$ cat src/rtl/sirius_exp_pkg.sv
// Shared types for the exception sequencer: FSM states, event kinds, ExcCodes, exception record.
// Latency: n/a (types and constants only).
// Backpressure: n/a.
package sirius_exp_pkg;

  typedef enum logic [1:0] {
    IDLE     = 2'd0,
    DRAIN    = 2'd1,
    COMMIT   = 2'd2,
    REDIRECT = 2'd3
  } state_e;

  typedef enum logic [1:0] {
    EV_EXC  = 2'd0,
    EV_IRQ  = 2'd1,
    EV_ERET = 2'd2
  } ev_kind_e;

  localparam logic [4:0] EXC_INT  = 5'h00;
  localparam logic [4:0] EXC_ADEL = 5'h04;
  localparam logic [4:0] EXC_ADES = 5'h05;
  localparam logic [4:0] EXC_RI   = 5'h0a;
  localparam logic [4:0] EXC_OV   = 5'h0c;

  // Latched exception record; for ERET the epc field carries the return target.
  typedef struct packed {
    logic [4:0]  code;
    logic [31:0] epc;
    logic        bd;
    logic [31:0] bad_vaddr;
    logic        bad_vaddr_wen;
  } exp_rec_t;

endpackage

$ cat src/rtl/exp_event_arbiter.sv
// Qualifies CP0 interrupts and picks one event per cycle: exception > interrupt > ERET.
// Latency: purely combinational, 0 cycles.
// Backpressure: none; the caller decides whether the selected event is accepted.
// Ports: detector record in, CP0 interrupt state in, ERET + cp0_epc in; ev_vld/ev_kind/ev_rec out.
module exp_event_arbiter
  import sirius_exp_pkg::*;
#(
  parameter int INT_LINES = 6
) (
  input  logic                 exp_detect,
  input  logic [4:0]           exp_code,
  input  logic [31:0]          exp_epc,
  input  logic                 exp_bd,
  input  logic [31:0]          exp_bad_vaddr,
  input  logic                 exp_bad_vaddr_wen,
  input  logic                 eret,
  input  logic                 inst_valid,
  input  logic [31:0]          int_epc,
  input  logic                 int_bd,
  input  logic [31:0]          cp0_epc,
  input  logic                 cp0_status_ie,
  input  logic                 cp0_status_exl,
  input  logic [INT_LINES-1:0] cp0_int_pending,
  input  logic [INT_LINES-1:0] cp0_int_mask,
  output logic                 ev_vld,
  output ev_kind_e             ev_kind,
  output exp_rec_t             ev_rec
);

  logic irq;

  // Interrupts are only taken on a real instruction so EPC points at something restartable.
  assign irq = cp0_status_ie & ~cp0_status_exl & (|(cp0_int_pending & cp0_int_mask)) & inst_valid;

  always_comb begin
    ev_vld  = 1'b0;
    ev_kind = EV_EXC;
    ev_rec  = '0;
    if (exp_detect) begin
      ev_vld               = 1'b1;
      ev_kind              = EV_EXC;
      ev_rec.code          = exp_code;
      ev_rec.epc           = exp_epc;
      ev_rec.bd            = exp_bd;
      ev_rec.bad_vaddr     = exp_bad_vaddr;
      ev_rec.bad_vaddr_wen = exp_bad_vaddr_wen;
    end else if (irq) begin
      ev_vld      = 1'b1;
      ev_kind     = EV_IRQ;
      ev_rec.code = EXC_INT;
      ev_rec.epc  = int_epc;
      ev_rec.bd   = int_bd;
    end else if (eret) begin
      ev_vld     = 1'b1;
      ev_kind    = EV_ERET;
      ev_rec.epc = cp0_epc;
    end
  end

endmodule

$ cat src/rtl/exception_sequencer.sv
// Precise exception/interrupt/ERET sequencer: capture, drain EX/MEM stall, one CP0 commit, flush, PC redirect.
// Latency: event -> cp0 commit 1 cycle (+ stall cycles), -> pc_redirect 2 cycles min; redirect held until ack.
// Backpressure: waits on ex_mem_stall before committing; holds pc_redirect until redirect_ack; new events ignored while busy.
// Ports: clk, rst (sync, active-low); detector/CP0/ERET inputs; busy, pipe_flush, pc_redirect/redirect_target,
//        cp0_exp_en/cp0_exl_clean pulses, latched cp0_exp_* record, exp_count.
// Optional: define EXP_STAT_CNT_EN to enable the exp_count statistics counter (otherwise tied to 0).
module exception_sequencer
  import sirius_exp_pkg::*;
#(
  parameter logic [31:0] EXC_VECTOR = 32'hbfc00380,
  parameter int          INT_LINES  = 6,
  parameter int          CNT_W      = 32
) (
  input  logic                 clk,
  input  logic                 rst,
  input  logic                 ex_mem_stall,
  input  logic                 exp_detect,
  input  logic [4:0]           exp_code,
  input  logic [31:0]          exp_epc,
  input  logic                 exp_bd,
  input  logic [31:0]          exp_bad_vaddr,
  input  logic                 exp_bad_vaddr_wen,
  input  logic                 eret,
  input  logic                 inst_valid,
  input  logic [31:0]          int_epc,
  input  logic                 int_bd,
  input  logic [31:0]          cp0_epc,
  input  logic                 cp0_status_ie,
  input  logic                 cp0_status_exl,
  input  logic [INT_LINES-1:0] cp0_int_pending,
  input  logic [INT_LINES-1:0] cp0_int_mask,
  input  logic                 redirect_ack,
  output logic                 busy,
  output logic                 pipe_flush,
  output logic                 pc_redirect,
  output logic [31:0]          redirect_target,
  output logic                 cp0_exp_en,
  output logic                 cp0_exl_clean,
  output logic [4:0]           cp0_exp_code,
  output logic [31:0]          cp0_exp_epc,
  output logic                 cp0_exp_bd,
  output logic [31:0]          cp0_exp_bad_vaddr,
  output logic                 cp0_exp_bad_vaddr_wen,
  output logic [CNT_W-1:0]     exp_count
);

  state_e   state_q, state_d;
  ev_kind_e kind_q, kind_d;
  exp_rec_t rec_q, rec_d;

  logic     ev_vld;
  ev_kind_e ev_kind;
  exp_rec_t ev_rec;

  exp_event_arbiter #(.INT_LINES(INT_LINES)) u_arb (
    .exp_detect        (exp_detect),
    .exp_code          (exp_code),
    .exp_epc           (exp_epc),
    .exp_bd            (exp_bd),
    .exp_bad_vaddr     (exp_bad_vaddr),
    .exp_bad_vaddr_wen (exp_bad_vaddr_wen),
    .eret              (eret),
    .inst_valid        (inst_valid),
    .int_epc           (int_epc),
    .int_bd            (int_bd),
    .cp0_epc           (cp0_epc),
    .cp0_status_ie     (cp0_status_ie),
    .cp0_status_exl    (cp0_status_exl),
    .cp0_int_pending   (cp0_int_pending),
    .cp0_int_mask      (cp0_int_mask),
    .ev_vld            (ev_vld),
    .ev_kind           (ev_kind),
    .ev_rec            (ev_rec)
  );

  always_comb begin
    state_d = state_q;
    kind_d  = kind_q;
    rec_d   = rec_q;
    unique case (state_q)
      IDLE: begin
        // Capture only here: once busy the pipe is being flushed, so later events are stale.
        if (ev_vld) begin
          kind_d  = ev_kind;
          rec_d   = ev_rec;
          state_d = ex_mem_stall ? DRAIN : COMMIT;
        end
      end
      DRAIN:    if (!ex_mem_stall) state_d = COMMIT;
      COMMIT:   state_d = REDIRECT;
      REDIRECT: if (redirect_ack) state_d = IDLE;
      default:  state_d = IDLE;
    endcase
  end

  always_ff @(posedge clk) begin
    if (!rst) begin
      state_q <= IDLE;
      kind_q  <= EV_EXC;
      rec_q   <= '0;
    end else begin
      state_q <= state_d;
      kind_q  <= kind_d;
      rec_q   <= rec_d;
    end
  end

  // Outputs decode flops only, so nothing reaches them combinationally from inputs.
  assign busy                  = (state_q != IDLE);
  assign pipe_flush            = (state_q != IDLE);
  assign cp0_exp_en            = (state_q == COMMIT) && (kind_q != EV_ERET);
  assign cp0_exl_clean         = (state_q == COMMIT) && (kind_q == EV_ERET);
  assign pc_redirect           = (state_q == REDIRECT);
  assign redirect_target       = (state_q != REDIRECT) ? 32'h0 :
                                 (kind_q == EV_ERET)   ? rec_q.epc : EXC_VECTOR;
  assign cp0_exp_code          = rec_q.code;
  assign cp0_exp_epc           = rec_q.epc;
  assign cp0_exp_bd            = rec_q.bd;
  assign cp0_exp_bad_vaddr     = rec_q.bad_vaddr;
  assign cp0_exp_bad_vaddr_wen = cp0_exp_en & rec_q.bad_vaddr_wen;

`ifdef EXP_STAT_CNT_EN
  logic [CNT_W-1:0] cnt_q, cnt_d;

  // Counts taken exceptions and interrupts; ERET does not count. Wraps naturally.
  always_comb begin
    cnt_d = cnt_q;
    if (cp0_exp_en) cnt_d = cnt_q + CNT_W'(1);
  end

  always_ff @(posedge clk) begin
    if (!rst) cnt_q <= '0;
    else      cnt_q <= cnt_d;
  end

  assign exp_count = cnt_q;
`else
  assign exp_count = '0;
`endif

endmodule

$ cat config.mk
export PLATFORM = sky130hd
export DESIGN_NAME = exception_sequencer
export DESIGN_NICKNAME = d
export VERILOG_FILES = /design/src/rtl/sirius_exp_pkg.sv /design/src/rtl/exp_event_arbiter.sv /design/src/rtl/exception_sequencer.sv
export SDC_FILE = /design/constraint.sdc
export NUM_CORES = 1
export LEC_CHECK = 0
export ABC_AREA = 1
export CAP_MARGIN = 20
export CELL_PAD_IN_SITES_DETAIL_PLACEMENT = 0
export CELL_PAD_IN_SITES_GLOBAL_PLACEMENT = 1
export CORE_MARGIN = 8
export CORE_UTILIZATION = 25
export DETAILED_ROUTE_END_ITERATION = 16
export GPL_TIMING_DRIVEN = 0
export PLACE_DENSITY = 0.92
export SLEW_MARGIN = 20
export SYNTH_ARGS = -nofsm -noshare
export SYNTH_HDL_FRONTEND = slang
export SYNTH_SLANG_ARGS = --single-unit
$ cat constraint.sdc
create_clock -name clk -period 1.65 [get_ports clk]
set_clock_uncertainty 0.1 [all_clocks]
set_input_delay 0.33 -clock clk [delete_from_list [all_inputs] [get_ports clk]]
set_output_delay 0.33 -clock clk [all_outputs]
set_load 0.01 [all_outputs]
# Word-level counts from Yosys, hierarchy flattened
# Index checks and enable logic that the tools add are counted.
[word_totals] ff_bits=75 in_bits=157 output_inout_bits=140 wordCells=47
[op_classes] n_eq_ne=9 muxes=18 bitwise_logic=6 n_reduce_logical=7
[ops] operator="32-bit 2-to-1 mux" n=4
[ops] operator="38-bit 2-to-1 mux" n=1
[ops] operator="33-bit 2-to-1 mux" n=1
[ops] operator="2-bit 2-to-1 mux" n=7
[ops] operator="2-bit != test, second input constant" n=5
[ops] operator="2-bit one-hot mux with 4 select lines" n=1
[ops] operator="6-bit bitwise AND" n=1
[ops] operator="2-bit equality test, second input constant" n=3
[ops] operator="6-bit OR reduction" n=1
[ops] operator="1-bit bitwise AND" n=4
[ops] operator="1-bit 2-to-1 mux" n=4
[ops] operator="3-bit AND reduction" n=1
[ops] operator="2-bit by 1-bit equality test with 1-bit output, second input constant" n=1
[ops] operator="1-bit logical AND" n=2
[ops] operator="2-bit zero test" n=1
[ops] operator="2-bit AND reduction" n=1
[ops] operator="2-bit nonzero test" n=1
[ops] operator="1-bit NOT" n=1

# Depth between registers and ports, before layout
# Gate-level depths: netlist of the first run.
[depth] depth_word=8 depth_mapped=11 depth_no_buf=10

# By module
# Synthesis of the first run repeated with hierarchy kept, for this count alone.
[unflattened] hier_cells=857 hier_area_um2=5350.1
[by_module_without_submodules] mod="exception_sequencer" n_inst=1 cells_each=526 area_each_um2=3887.5 seq_area_each_um2=1501.4
[by_module_without_submodules] mod="exp_event_arbiter" n_inst=1 cells_each=331 area_each_um2=1462.7 seq_area_each_um2=0.0

# Worst setup path after synthesis of the first run
# No wires, ideal clock.
[synth_timing] path_type="register -> output" startpoint="register state_q[0]" endpoint="output port redirect_target[0]" t_arrival_ps=1197 required_ps=1220 path_slack_ps=23 stages_incl_launch_ff=5 n_path_buf=1 path_cell_list="dfxtp_1 > ha_1 > inv_1 > clkbuf_1 > nor3_1"
[synth_via] elab_chain_cells=2
[synth_lines] item="from (decl)" line_no="exception_sequencer.sv:47" rtl="state_e state_q, state_d;"
[synth_lines] item="from (signal assigned)" line_no="exception_sequencer.sv:102" rtl="state_q <= state_d;"
[synth_lines] item="2-bit != test" line_no="exception_sequencer.sv:114" rtl="assign redirect_target = (state_q != REDIRECT) ? 32'h0 :"
[synth_lines] item="32-bit 2-to-1 mux" line_no="exception_sequencer.sv:114"
[synth_lines] item="to (decl)" line_no="exception_sequencer.sv:36" rtl="output logic [31:0] redirect_target,"
# Every way passes these cells.

# Worst setup path after layout of the first run
[layout_timing] startpoint="register state_q[1]" endpoint="output port redirect_target[1]"
# The elaborated chain is that of the path after synthesis.

==> results of run 1 <==
power by group through the flow:
stage                     combinational, mW  sequential, mW  clock (mW)
after global routing                   11.6            3.16        2.12
after CTS                              9.88            3.02        2.04
after floorplan                        4.17            2.85           0
after detailed placement               7.03            2.95           0
after global placement                 6.97            2.93           0
final                                  10.8            3.06        1.99
tightest hold or removal path: stages:
cell and delay (ps):
clkbuf_1 220, nand2_1 130, nor2_1 30
metal layers:
layer / vias up / global-route usage / part of all wire
li1: 3386 / - / -
met1: 2959 / 0.217 / 0.42
met2: 203 / 0.327 / 0.50
met3: 17 / 0.0476 / 0.069
met4: 0 / 0.0475 / 0.012
met5: - / 0 / 0
area by class of cell:
cell class / count / area, µm² / area share
Buffer: 158 / 1310 / 0.124
Clock buffer: 9 / 225 / 0.0214
Clock inverter: 7 / 61.3 / 0.00582
Inverter: 120 / 485 / 0.0461
Multi-Input combinational cell: 594 / 3440 / 0.327
Sequential cell: 75 / 1530 / 0.145
Tap cell: 280 / 350 / 0.0333
Timing Repair Buffer: 315 / 3130 / 0.297
per-stage QoR:
stage	util	hold slack (ps)
5_1_grt	0.489	323
3_3_place_gp	0.395	351
3_5_place_dp	0.395	360
2_1_floorplan	-	338
4_1_cts	0.464	260
6_report	0.489	302
cells in the mapped netlist:
cell / count / area, µm²
nand2_1: 242 / 908
nor2_1: 147 / 552
inv_1: 120 / 450
buf_4: 102 / 766
nand3_1: 86 / 430
dfxtp_1: 75 / 1500
nand4_1: 33 / 206
clkbuf_1: 23 / 86.3
buf_2: 22 / 110
nor3_1: 21 / 105
o21ai_0: 14 / 70.1
buf_1: 11 / 41.3
a21oi_1: 6 / 30.0
buf_6: 4 / 45.0
ha_1: 4 / 50.1
or2_2: 3 / 18.8
and3_1: 2 / 12.5
nand2_4: 2 / 22.5
conb_1: 1 / 3.75
nand2_2: 1 / 6.26
nand3_4: 1 / 17.5
flip-flops by register name, summed over array words and instances (netlist names):
register	flops
rec_q	1
kind_q	2
state_q	2
cp0_exp_bad_vaddr	32
cp0_exp_code	5
cp0_exp_epc	32
cp0_exp_bd	1
worst max-delay path by stage:
| stage | endpoint | from | slack (ps) |
|---|---|---|---|
| global placement | redirect_target[8] | state_q[0] | -910 |
| finish | redirect_target[1] | state_q[1] | -250 |
| global route | redirect_target[22] | kind_q[1] | -330 |
| floorplan | redirect_target[0] | state_q[0] | 20 |
| CTS | redirect_target[8] | state_q[1] | -320 |
| detailed placement | redirect_target[23] | kind_q[1] | -870 |
what timing repair did:
item	CTS	global route
cloned	15	0
setup endpoints to repair	182	113
setup buffers	30	12
pin swaps	51	44
resized for setup	531	146
cell usage in the layout, fill, tap and decap left out, drive strengths merged:
cell,synthesis,layout
clkinv,0,2
clkbuf,23,34
o21ai,14,14
clkinvlp,0,2
nor2,147,147
or2,3,3
dlygate4sd2,0,82
a21oi,6,6
nand4,33,33
dfxtp,75,75
conb,1,32
clkdlybuf4s50,0,141
and3,2,2
nand3,87,87
nand2,245,245
nor3,21,21
ha,4,4
buf,139,225
inv,120,123
kinds of logic after synthesis:
logic type               Yosys count
adder cells (fa/ha/maj)            4
AO/OA/AOI/OAI                     20
flip-flops                        75
AND/OR/NAND/NOR                  538
buffers and inverters            282
other                              1
==> results.txt, run 1 <==
----------------------------------------------------
[Run status]
  Outcome ... complete, but fails checks
  Failing checks ... negative setup slack

[Setup path]
  Total stage count of the critical path ... 5
  Worst-case register-to-register setup slack ... -60 ps
  CP Data Arrival Time ... 1470 ps
  CP top delay family ... buffers and inverters
  Crit-path max cell delay ... 370 ps
  Worst Reg2Reg Path Length in Cells ... 10
  Critical path buffers and inverters ... 3
  Maximum fanout encountered on the critical timing path ... 5
  Required @ worst endpoint ... 1220 ps
  Worst Setup Start Kind ... flop
  R2r startpoint ... state_q[0]
  Worst Setup Path Type ... reg -> out
  Destination of the worst register-to-register timing path ... cp0_exp_epc[26]
  Setup crit end kind ... primary output
  Cell with the largest stage delay on the worst path ... dfxtp_4
  Critical Path, Cell by Cell ... ha_4, inv_6, clkbuf_16, nor3_2, buf_4

[Timing]
  Measured slew at the worst slew-check pin ... 668 ps
  Unrepaired setup endpoints after global routing ... yes
  Min Clock Period, post-route ... 1900 ps
  Slew HR ... 0.554
  Final Cycle Share ... 1.15
  Total negative setup slack ... -8850 ps
  Final count of negative-setup-slack endpoints ... 103
  Setup slack after layout ... -251 ps
  Final Hold Violating Endpoints ... 0
  Final number of max-transition violations ... 0
  Timing-limited maximum frequency ... 526 MHz

[Pwr]
  P_leak ... 5.54 nW
  Reg power frac ... 0.194
  Cell area power density ... 1500 nW/µm²
  VDD IR max ... 594 µV
  Cell internal power dissipation ... 9.24 mW
  Switching fraction of total power ... 0.415
  Power Total ... 15.8 mW
  Switching Power ... 6.57 mW
  Part of the power in the clock network ... 0.126
  Part of the total power dissipated in combinational logic ... 0.681

[Route]
  Number of iterations in the first detailed-routing pass ... 4
  Aggregate routed wire length ... 25500 µm
  Average wire per standard cell ... 16.4 µm
  Post-route ant nets ... 0
  Vias per cell ... 4.21
  DRC viols ... 0
  Starting DRT DRC Count ... 331
  Count of vias placed by the detailed router ... 6565

[Global routing]
  Overall fraction of global-route tracks in use ... 0.185
  Pin count of the biggest net entering global routing ... 16
  Remaining global-route overflow ... 0
  Initial antenna violation count ... 0
  Vias in the first global route ... 6682
  Global-route wire length before repair ... 37800 µm

[Clock tree]
  Cts hold-fix bufs ... 0
  Clock slew at the register clock pins of the worst setup and hold paths ... 70 ps
  Clock tree buffer depth ... 2
  Max H-tree Level ... 3
  Clock Sink Count ... 75
  Clock Latency Late Sink ... 340 ps
  Root buffer cell ... clkbuf_16
  CTS Buf Count ... 9
  TritonCTS clock tree ... yes

[Placed design]
  Count of input and output buffers ... 261
  Routability congestion estimate from global placement ... 0.845
  Cells after DPL ... 1492
  Final HPWL DP ... 18300 µm
  Post-detailed-placement cell area ... 8510 µm²
  Worst setup timing slack at the placement stage ... -868 ps

[Die]
  I/O pin count ... 297
  Floorplan Core Area ... 21600 µm²
  Width of the die ... 163 µm
  Die span in y ... 163 µm
  Starting density of the core ... 0.252
  Number of cell rows ... 54
  Floorplan die area ... 26700 µm²

[Finish]
  Cell area after layout ... 10500 µm²
  Fraction of final layout cells with drive strength greater than 1 ... 0.338
  Synth-to-Final Area Change ... 93.8%
  Count of non-filler cells in the finished layout ... 1558
  Post-layout nets ... 1434
  Fillcell total ... 2166
  ANT cells ... 0

[Logic synthesis]
  Synth Area in Adders ... 0.00921
  Simple-gate share of the synthesized area ... 0.420
  Count of yosys warnings during synthesis ... 0
  Netlist area before placement ... 5430 µm²
  Synthesized area divided by synthesized cell count ... 5.91 µm²
  Fraction of the mapped netlist area in compound gates ... 0.0184
  Share of the yosys chip area belonging to registers ... 0.276
  Portion of netlist area occupied by mux cells ... 0
  Fraction of synthesized cell area in xor and xnor cells ... 0
  Main combinational cell family by area after synthesis ... simple AND/OR/NAND/NOR gates
  Post-Synthesis Cells ... 920
  Number of distinct library cells after synthesis ... 21
  #FFs+latches synth ... 75

[Job]
  Max-capacitance violation count ... 0

[Worst hold path]
  Path type of the worst min-delay path ... in -> reg
  Worst hold stages ... 3
  Beginning of the worst hold path ... rst
  Worst hold path endpoint ... cp0_exp_bad_vaddr[12]

----------------------------------------------------
No activity file was read; power rests on OpenSTA's default activity.
==> inputs of run 2 (changes only) <==
==> constraint.sdc (replaced) <==
create_clock -name clk -period 1.8 [get_ports clk]
set_clock_uncertainty 0.1 [all_clocks]
set_input_delay 0.36 -clock clk [delete_from_list [all_inputs] [get_ports clk]]
set_output_delay 0.36 -clock clk [all_outputs]
set_load 0.01 [all_outputs]
==> results.txt, run 2 (same netlist as run 1, synthesis figures left out) <==
----------------------------------------------------
[Run status]
  Outcome ... complete, but fails checks (unchanged)
  Failing checks ... negative setup slack (unchanged)

[Die]
  Floorplan Core Area ... 21600 µm² (unchanged)
  Width of the die ... 163 µm (unchanged)
  I/O pin count ... 297 (unchanged)
  Die span in y ... 163 µm (unchanged)
  Number of cell rows ... 54 (unchanged)
  Starting density of the core ... 0.252 (unchanged)
  Floorplan die area ... 26700 µm² (unchanged)

[Finish]
  Area occupied by multi-input gates ... 2920 µm² (was 3440 µm²)
  Commonest non-fill, non-tap cells in the layout ... 230 x nand2_1, 150 x clkdlybuf4s50_1, 134 x nor2_1 (was 202 x nand2_1, 141 x clkdlybuf4s50_1, 128 x buf_4)
  Most common cell after layout, fill and taps aside ... nand2_1 (unchanged)
  FF/Latch Area ... 1520 µm² (was 1530 µm²)
  Synth-to-Final Area Change ... 80.3% (was 93.8%)
  Count of non-filler cells in the finished layout ... 1538 (was 1558)
  ANT cells ... 0 (unchanged)
  Fraction of final layout cells with drive strength greater than 1 ... 0.246 (was 0.338)
  Fillcell total ... 2229 (was 2166)
  Post-layout nets ... 1414 (was 1434)

[Route]
  Number of iterations in the first detailed-routing pass ... 5 (was 4)
  Average wire per standard cell ... 15.9 µm (was 16.4 µm)
  Count of vias placed by the detailed router ... 6493 (was 6565)
  Vias per cell ... 4.22 (was 4.21)
  Post-route ant nets ... 0 (unchanged)
  Starting DRT DRC Count ... 347 (was 331)
  DRC viols ... 0 (unchanged)
  Aggregate routed wire length ... 24400 µm (was 25500 µm)

[Setup path]
  Worst Setup Path Type ... reg -> out (unchanged)
  Worst Setup Start Kind ... flop (unchanged)
  Maximum fanout encountered on the critical timing path ... 5 (unchanged)
  Worst Reg2Reg Path Length in Cells ... 11 (was 10)
  Cell with the largest stage delay on the worst path ... dfxtp_4 (unchanged)
  Launch point of the worst path ... state_q[1] (unchanged)
  Destination of the worst register-to-register timing path ... state_q[0] (was cp0_exp_epc[26])
  CP Data Arrival Time ... 1460 ps (was 1470 ps)
  Critical Path, Cell by Cell ... ha_4, inv_6, clkbuf_16, nor3_4, buf_2 (was ha_4, inv_6, clkbuf_16, nor3_2, buf_4)
  Required @ worst endpoint ... 1340 ps (was 1220 ps)
  R2r startpoint ... state_q[1] (was state_q[0])
  Timing endpoint of the critical path ... redirect_target[19] (was redirect_target[1])
  Crit-path max cell delay ... 380 ps (was 370 ps)
  Worst-case register-to-register setup slack ... 20 ps (was -60 ps)
  Setup crit end kind ... primary output (unchanged)

[Placed design]
  Count of input and output buffers ... 261 (unchanged)
  Routability congestion estimate from global placement ... 0.845 (unchanged)
  Final HPWL DP ... 18300 µm (unchanged)
  Cells after DPL ... 1492 (unchanged)

[Clock tree]
  Clock slew at the register clock pins of the worst setup and hold paths ... 70 ps (about the same)
  TritonCTS clock tree ... yes (unchanged)
  Clock Latency Late Sink ... 340 ps (about the same)
  Clock Sink Count ... 75 (unchanged)
  Max H-tree Level ... 3 (unchanged)
  CTS Buf Count ... 9 (unchanged)
  Root buffer cell ... clkbuf_16 (unchanged)
  Clock tree buffer depth ... 2 (unchanged)

[Global routing]
  Global routing met3 resource utilization ... 0.0428 (was 0.0476)
  Overall fraction of global-route tracks in use ... 0.173 (was 0.185)
  Layer carrying the most global-route usage ... met2 (unchanged)
  Vias in the first global route ... 6272 (was 6682)
  Pin count of the biggest net entering global routing ... 16 (unchanged)
  Met1 capacity usage during global routing ... 0.208 (was 0.217)
  Remaining global-route overflow ... 0 (unchanged)
  Initial antenna violation count ... 0 (unchanged)
  Global-route wire length before repair ... 35500 µm (was 37800 µm)
  Met2 Use GR ... 0.301 (was 0.327)

[Pwr]
  Cell area power density ... 1270 nW/µm² (was 1500 nW/µm²)
  P_leak ... 5.67 nW (was 5.54 nW)
  VDD IR max ... 449 µV (was 594 µV)

[Timing]
  Unrepaired setup endpoints after global routing ... yes (unchanged)
  Setup slack after layout ... -120 ps (was -251 ps)
  Final Cycle Share ... 1.07
  Min Clock Period, post-route ... 1920 ps
  Total negative setup slack ... -2760 ps (was -8850 ps)
  Final count of negative-setup-slack endpoints ... 33 (was 103)
  Measured slew at the worst slew-check pin ... 598 ps (was 668 ps)
  Final number of max-transition violations ... 0 (unchanged)
  Slew HR ... 0.602 (was 0.554)
  Timing-limited maximum frequency ... 521 MHz
  Final Hold Violating Endpoints ... 0 (unchanged)

[Job]
  Max-capacitance violation count ... 0 (unchanged)

[Worst hold path]
  Path type of the worst min-delay path ... in -> reg (unchanged)

----------------------------------------------------
## run 2: cell types whose count changed in the layout (fill, tap and decap cells not counted), sizes merged
cell           change
clkinv             +1
dlymetal6s2s      +39
inv                -1
clkdlybuf4s50      +9
dlygate4sd2       -47
clkbuf             +3
buf               -24
## run 2: metrics by stage
| stage | setup WS (ps) | hold WS (ps) | power, mW | util | cell area (µm²) |
|---|---|---|---|---|---|
| 6_report | -120 | 311 | 12.5 | 0.454 | 9800 |
| 5_1_grt | -187 | 335 | 13.4 | 0.454 | 9800 |
| 4_1_cts | -203 | 292 | 11.6 | 0.425 | 9160 |
| 3_5_place_dp | -748 | 360 | 9.15 | 0.395 | 8510 |
| 3_3_place_gp | -791 | 351 | 9.08 | 0.395 | 8510 |
| 2_1_floorplan | 143 | 338 | 6.43 | - | 5550 |
## run 2: what timing repair did
item,4_1_cts,5_1_grt
hold buffers,0,0
setup buffers,2,23
resized for setup,343,118
setup endpoints to repair,139,135
gates cloned,4,3
pin swaps,27,26
## run 2: layout make-up
type                            instances  share of cell area
Multi-Input combinational cell        594               0.298
Clock buffer                            9              0.0230
Sequential cell                        75               0.155
Inverter                              120              0.0485
Tap cell                              280              0.0358
Timing Repair Buffer                  293               0.303
Clock inverter                          7             0.00626
Buffer                                160               0.130
## run 2: worst min-delay path by stage
stage / from / to / cells after the start
2_1_floorplan: kind_q[0] / kind_q[0] / 2
3_3_place_gp: kind_q[0] / kind_q[0] / 2
3_5_place_dp: cp0_exp_bad_vaddr[28] / cp0_exp_bad_vaddr[28] / 2
4_1_cts: rst / cp0_exp_bad_vaddr[12] / 3
5_1_grt: rst / cp0_exp_bad_vaddr[12] / 3
6_report: rst / cp0_exp_bad_vaddr[12] / 3
## run 2: routing by layer
layer | vias to the layer above | routed length [µm]
met5 | - | 0
met4 | 0 | 272
met3 | 16 | 1560
met2 | 201 | 12100
met1 | 2947 | 10500
li1 | 3329 | -
## run 2: critical path: cells and delay by family, from the launching register on
kind                     cells  cell delay (ps)
AND/OR/NAND/NOR              1              150
adder cells (fa/ha/maj)      1              180
buffers and inverters        3              400
flip-flops                   1              380
## run 2: power by group
| group | total [mW] | internal, mW | switching, mW |
|---|---|---|---|
| clock | 1.80 | 0.960 | 0.844 |
| combinational | 7.93 | 4.13 | 3.80 |
| sequential | 2.74 | 2.35 | 0.390 |
==> inputs of run 3 (changes only) <==
--- a/config.mk
+++ b/config.mk
@@ -9,6 +9,7 @@
 export CAP_MARGIN = 20
 export CELL_PAD_IN_SITES_DETAIL_PLACEMENT = 0
 export CELL_PAD_IN_SITES_GLOBAL_PLACEMENT = 1
+export CORE_ASPECT_RATIO = 0.6
 export CORE_MARGIN = 8
 export CORE_UTILIZATION = 25
 export DETAILED_ROUTE_END_ITERATION = 16
==> results.txt, run 3 (same netlist as run 1, synthesis figures left out) <==
----------------------------------------------------
[Run status]
  Outcome ... complete, but fails checks (unchanged)
  Failing checks ... negative setup slack (unchanged)

[Global routing]
  Met1 capacity usage during global routing ... 0.239 (was 0.208)
  Initial antenna violation count ... 1 (was 0)
  Met2 Use GR ... 0.283 (was 0.301)
  Global-route wire length before repair ... 36800 µm (was 35500 µm)
  Global routing met3 resource utilization ... 0.0609 (was 0.0428)
  Pin count of the biggest net entering global routing ... 13 (was 16)
  Vias in the first global route ... 6258 (was 6272)
  Overall fraction of global-route tracks in use ... 0.179 (was 0.173)
  Layer carrying the most global-route usage ... met2 (unchanged)
  Remaining global-route overflow ... 0 (unchanged)

[Route]
  DRC viols ... 0 (unchanged)
  Post-route ant nets ... 0 (unchanged)
  Vias per cell ... 4.26 (was 4.22)
  Aggregate routed wire length ... 25700 µm (was 24400 µm)
  Average wire per standard cell ... 16.6 µm (was 15.9 µm)
  Starting DRT DRC Count ... 286 (was 347)
  Number of iterations in the first detailed-routing pass ... 4 (was 5)
  Count of vias placed by the detailed router ... 6577 (was 6493)

[Timing]
  Slew HR ... 0.527 (was 0.602)
  Final number of max-transition violations ... 0 (unchanged)
  Timing-limited maximum frequency ... 510 MHz (was 521 MHz)
  Final count of negative-setup-slack endpoints ... 34 (was 33)
  Final Hold Violating Endpoints ... 0 (unchanged)
  Final Cycle Share ... 1.09 (was 1.07)
  Setup slack after layout ... -161 ps (was -120 ps)
  Measured slew at the worst slew-check pin ... 709 ps (was 598 ps)
  Unrepaired setup endpoints after global routing ... yes (unchanged)
  Min Clock Period, post-route ... 1960 ps (was 1920 ps)

[Clock tree]
  Max H-tree Level ... 3 (unchanged)
  Cts hold-fix bufs ... 0 (unchanged)
  Clock Latency Late Sink ... 340 ps (about the same)
  TritonCTS clock tree ... yes (unchanged)
  Clock tree buffer depth ... 2 (unchanged)
  CTS Buf Count ... 9 (unchanged)
  Root buffer cell ... clkbuf_16 (unchanged)
  Clock slew at the register clock pins of the worst setup and hold paths ... 70 ps (about the same)
  Clock Sink Count ... 75 (unchanged)

[Pwr]
  Switching fraction of total power ... 0.398 (was 0.404)
  Cell internal power dissipation ... 7.55 mW (was 7.44 mW)
  Part of the total power dissipated in combinational logic ... 0.612 (was 0.636)
  Part of the power in the clock network ... 0.165 (was 0.145)
  P_leak ... 5.82 nW (was 5.67 nW)
  VDD IR max ... 616 µV (was 449 µV)
  Switching Power ... 4.99 mW (was 5.04 mW)
  Reg power frac ... 0.223 (was 0.220)
  Cell area power density ... 1280 nW/µm² (was 1270 nW/µm²)

[Setup path]
  Critical path buffers and inverters ... 5 (was 3)
  Crit-path max cell delay ... 340 ps (was 380 ps)
  Critical Path, Cell by Cell ... nor2_4, inv_4, clkbuf_16, buf_4, o21ai_1, inv_1, buf_2 (was ha_4, inv_6, clkbuf_16, nor3_4, buf_2)
  Maximum fanout encountered on the critical timing path ... 5 (unchanged)
  Worst Setup Start Kind ... flop (unchanged)
  Setup crit end kind ... primary output (unchanged)
  Worst Setup Path Type ... reg -> out (unchanged)
  Cell with the largest stage delay on the worst path ... dfxtp_1 (was dfxtp_4)
  Required @ worst endpoint ... 1340 ps (about the same)
  CP top delay family ... buffers and inverters (unchanged)
  CP Data Arrival Time ... 1500 ps (was 1460 ps)

[Finish]
  Fraction of final layout cells with drive strength greater than 1 ... 0.243 (was 0.246)
  Count of non-filler cells in the finished layout ... 1545 (was 1538)
  ANT cells ... 0 (unchanged)
  Post-layout nets ... 1422 (was 1414)
  Cell area after layout ... 9780 µm² (was 9800 µm²)
  Synth-to-Final Area Change ... 80.0% (was 80.3%)
  Most common cell after layout, fill and taps aside ... nand2_1 (unchanged)
  Commonest non-fill, non-tap cells in the layout ... 238 x nand2_1, 143 x clkdlybuf4s50_1, 141 x nor2_1 (was 230 x nand2_1, 150 x clkdlybuf4s50_1, 134 x nor2_1)

[Die]
  Floorplan die area ... 26900 µm² (was 26700 µm²)
  Width of the die ... 206 µm (was 163 µm)
  Die span in y ... 130 µm (was 163 µm)
  I/O pin count ... 297 (unchanged)
  Number of cell rows ... 41 (was 54)
  Floorplan Core Area ... 21200 µm² (was 21600 µm²)
  Starting density of the core ... 0.256 (was 0.252)

[Placed design]
  Cells after DPL ... 1491 (was 1492)
  Post-detailed-placement cell area ... 8510 µm² (about the same)
  Routability congestion estimate from global placement ... 0.879 (was 0.845)
  Count of input and output buffers ... 261 (unchanged)
  Worst setup timing slack at the placement stage ... -879 ps (was -748 ps)
  Final HPWL DP ... 19400 µm (was 18300 µm)

[Job]
  Max-capacitance violation count ... 0 (unchanged)

[Worst hold path]
  Path type of the worst min-delay path ... in -> reg (unchanged)

----------------------------------------------------
run 3: changes by cell type in the layout (fill, tap and decap cells not counted), moves of 7 or more:
cell	delta
dlymetal6s2s_1	+13
nand2_1	+8
dlygate4sd2_1	-7
clkdlybuf4s50_1	-7
nand2_2	-7
nor2_1	+7
run 3: worst paths after layout:
kind,start,end,slack [ps],cells past startpoint
max,kind_q[0],redirect_target[28],-160,7
min,rst,cp0_exp_bad_vaddr[11],340,3
max reg2reg,state_q[1],cp0_exp_epc[22],130,11
min reg2reg,cp0_exp_bad_vaddr[24],cp0_exp_bad_vaddr[24],370,2
run 3: per-stage QoR:
step	hold slack [ps]	util	TNS [ps]	power, mW
global placement	350	0.402	-62230	9.17
CTS	316	0.436	-4330	11.9
global route	356	0.462	-5960	13.5
floorplan	338	-	0	6.43
finish	339	0.462	-3730	12.5
detailed placement	359	0.402	-64870	9.26
run 3: layer usage:
layer | part of all wire | routed length (µm) | vias to the layer above
li1 | - | - | 3347
met1 | 0.47 | 12200 | 2990
met2 | 0.44 | 11200 | 222
met3 | 0.082 | 2100 | 16
met4 | 0.0079 | 204 | 2
met5 | 0.00035 | 9 | -
run 3: cell type report:
cell class | count | area (µm²)
Buffer | 160 | 1210
Clock buffer | 12 | 256
Clock inverter | 4 | 72.6
Fill cell | 2209 | 11400
Inverter | 120 | 469
Multi-Input combinational cell | 594 | 2870
Sequential cell | 75 | 1530
Tap cell | 279 | 349
Timing Repair Buffer | 301 | 3030
run 3: worst reg2reg max path, stage by stage, from the launching register on:
cell and delay (ps):
dfxtp_4 360, buf_6 120, inv_4 50, ha_4 150, buf_12 130, nand2_8 90, buf_6 130, buf_6 120
clkbuf_16 150, nand2_1 50, nand2_1 40, nor2_1 110
run 3: timing repair:
action                                  CTS  global route
setup buffers                            17            18
endpoints found under the setup margin  142           143
pin swaps                                 6            25
hold endpoints to repair                  0             0
cloned                                    3             2
resized for setup                       326           116
run 3: power groups by stage:
stage / sequential [mW] / combinational [mW] / clock, mW
floorplan: 2.61 / 3.82 / 0
global placement: 2.71 / 6.45 / 0
detailed placement: 2.73 / 6.53 / 0
CTS: 2.77 / 6.98 / 2.13
global route: 2.88 / 8.43 / 2.18
finish: 2.79 / 7.68 / 2.07
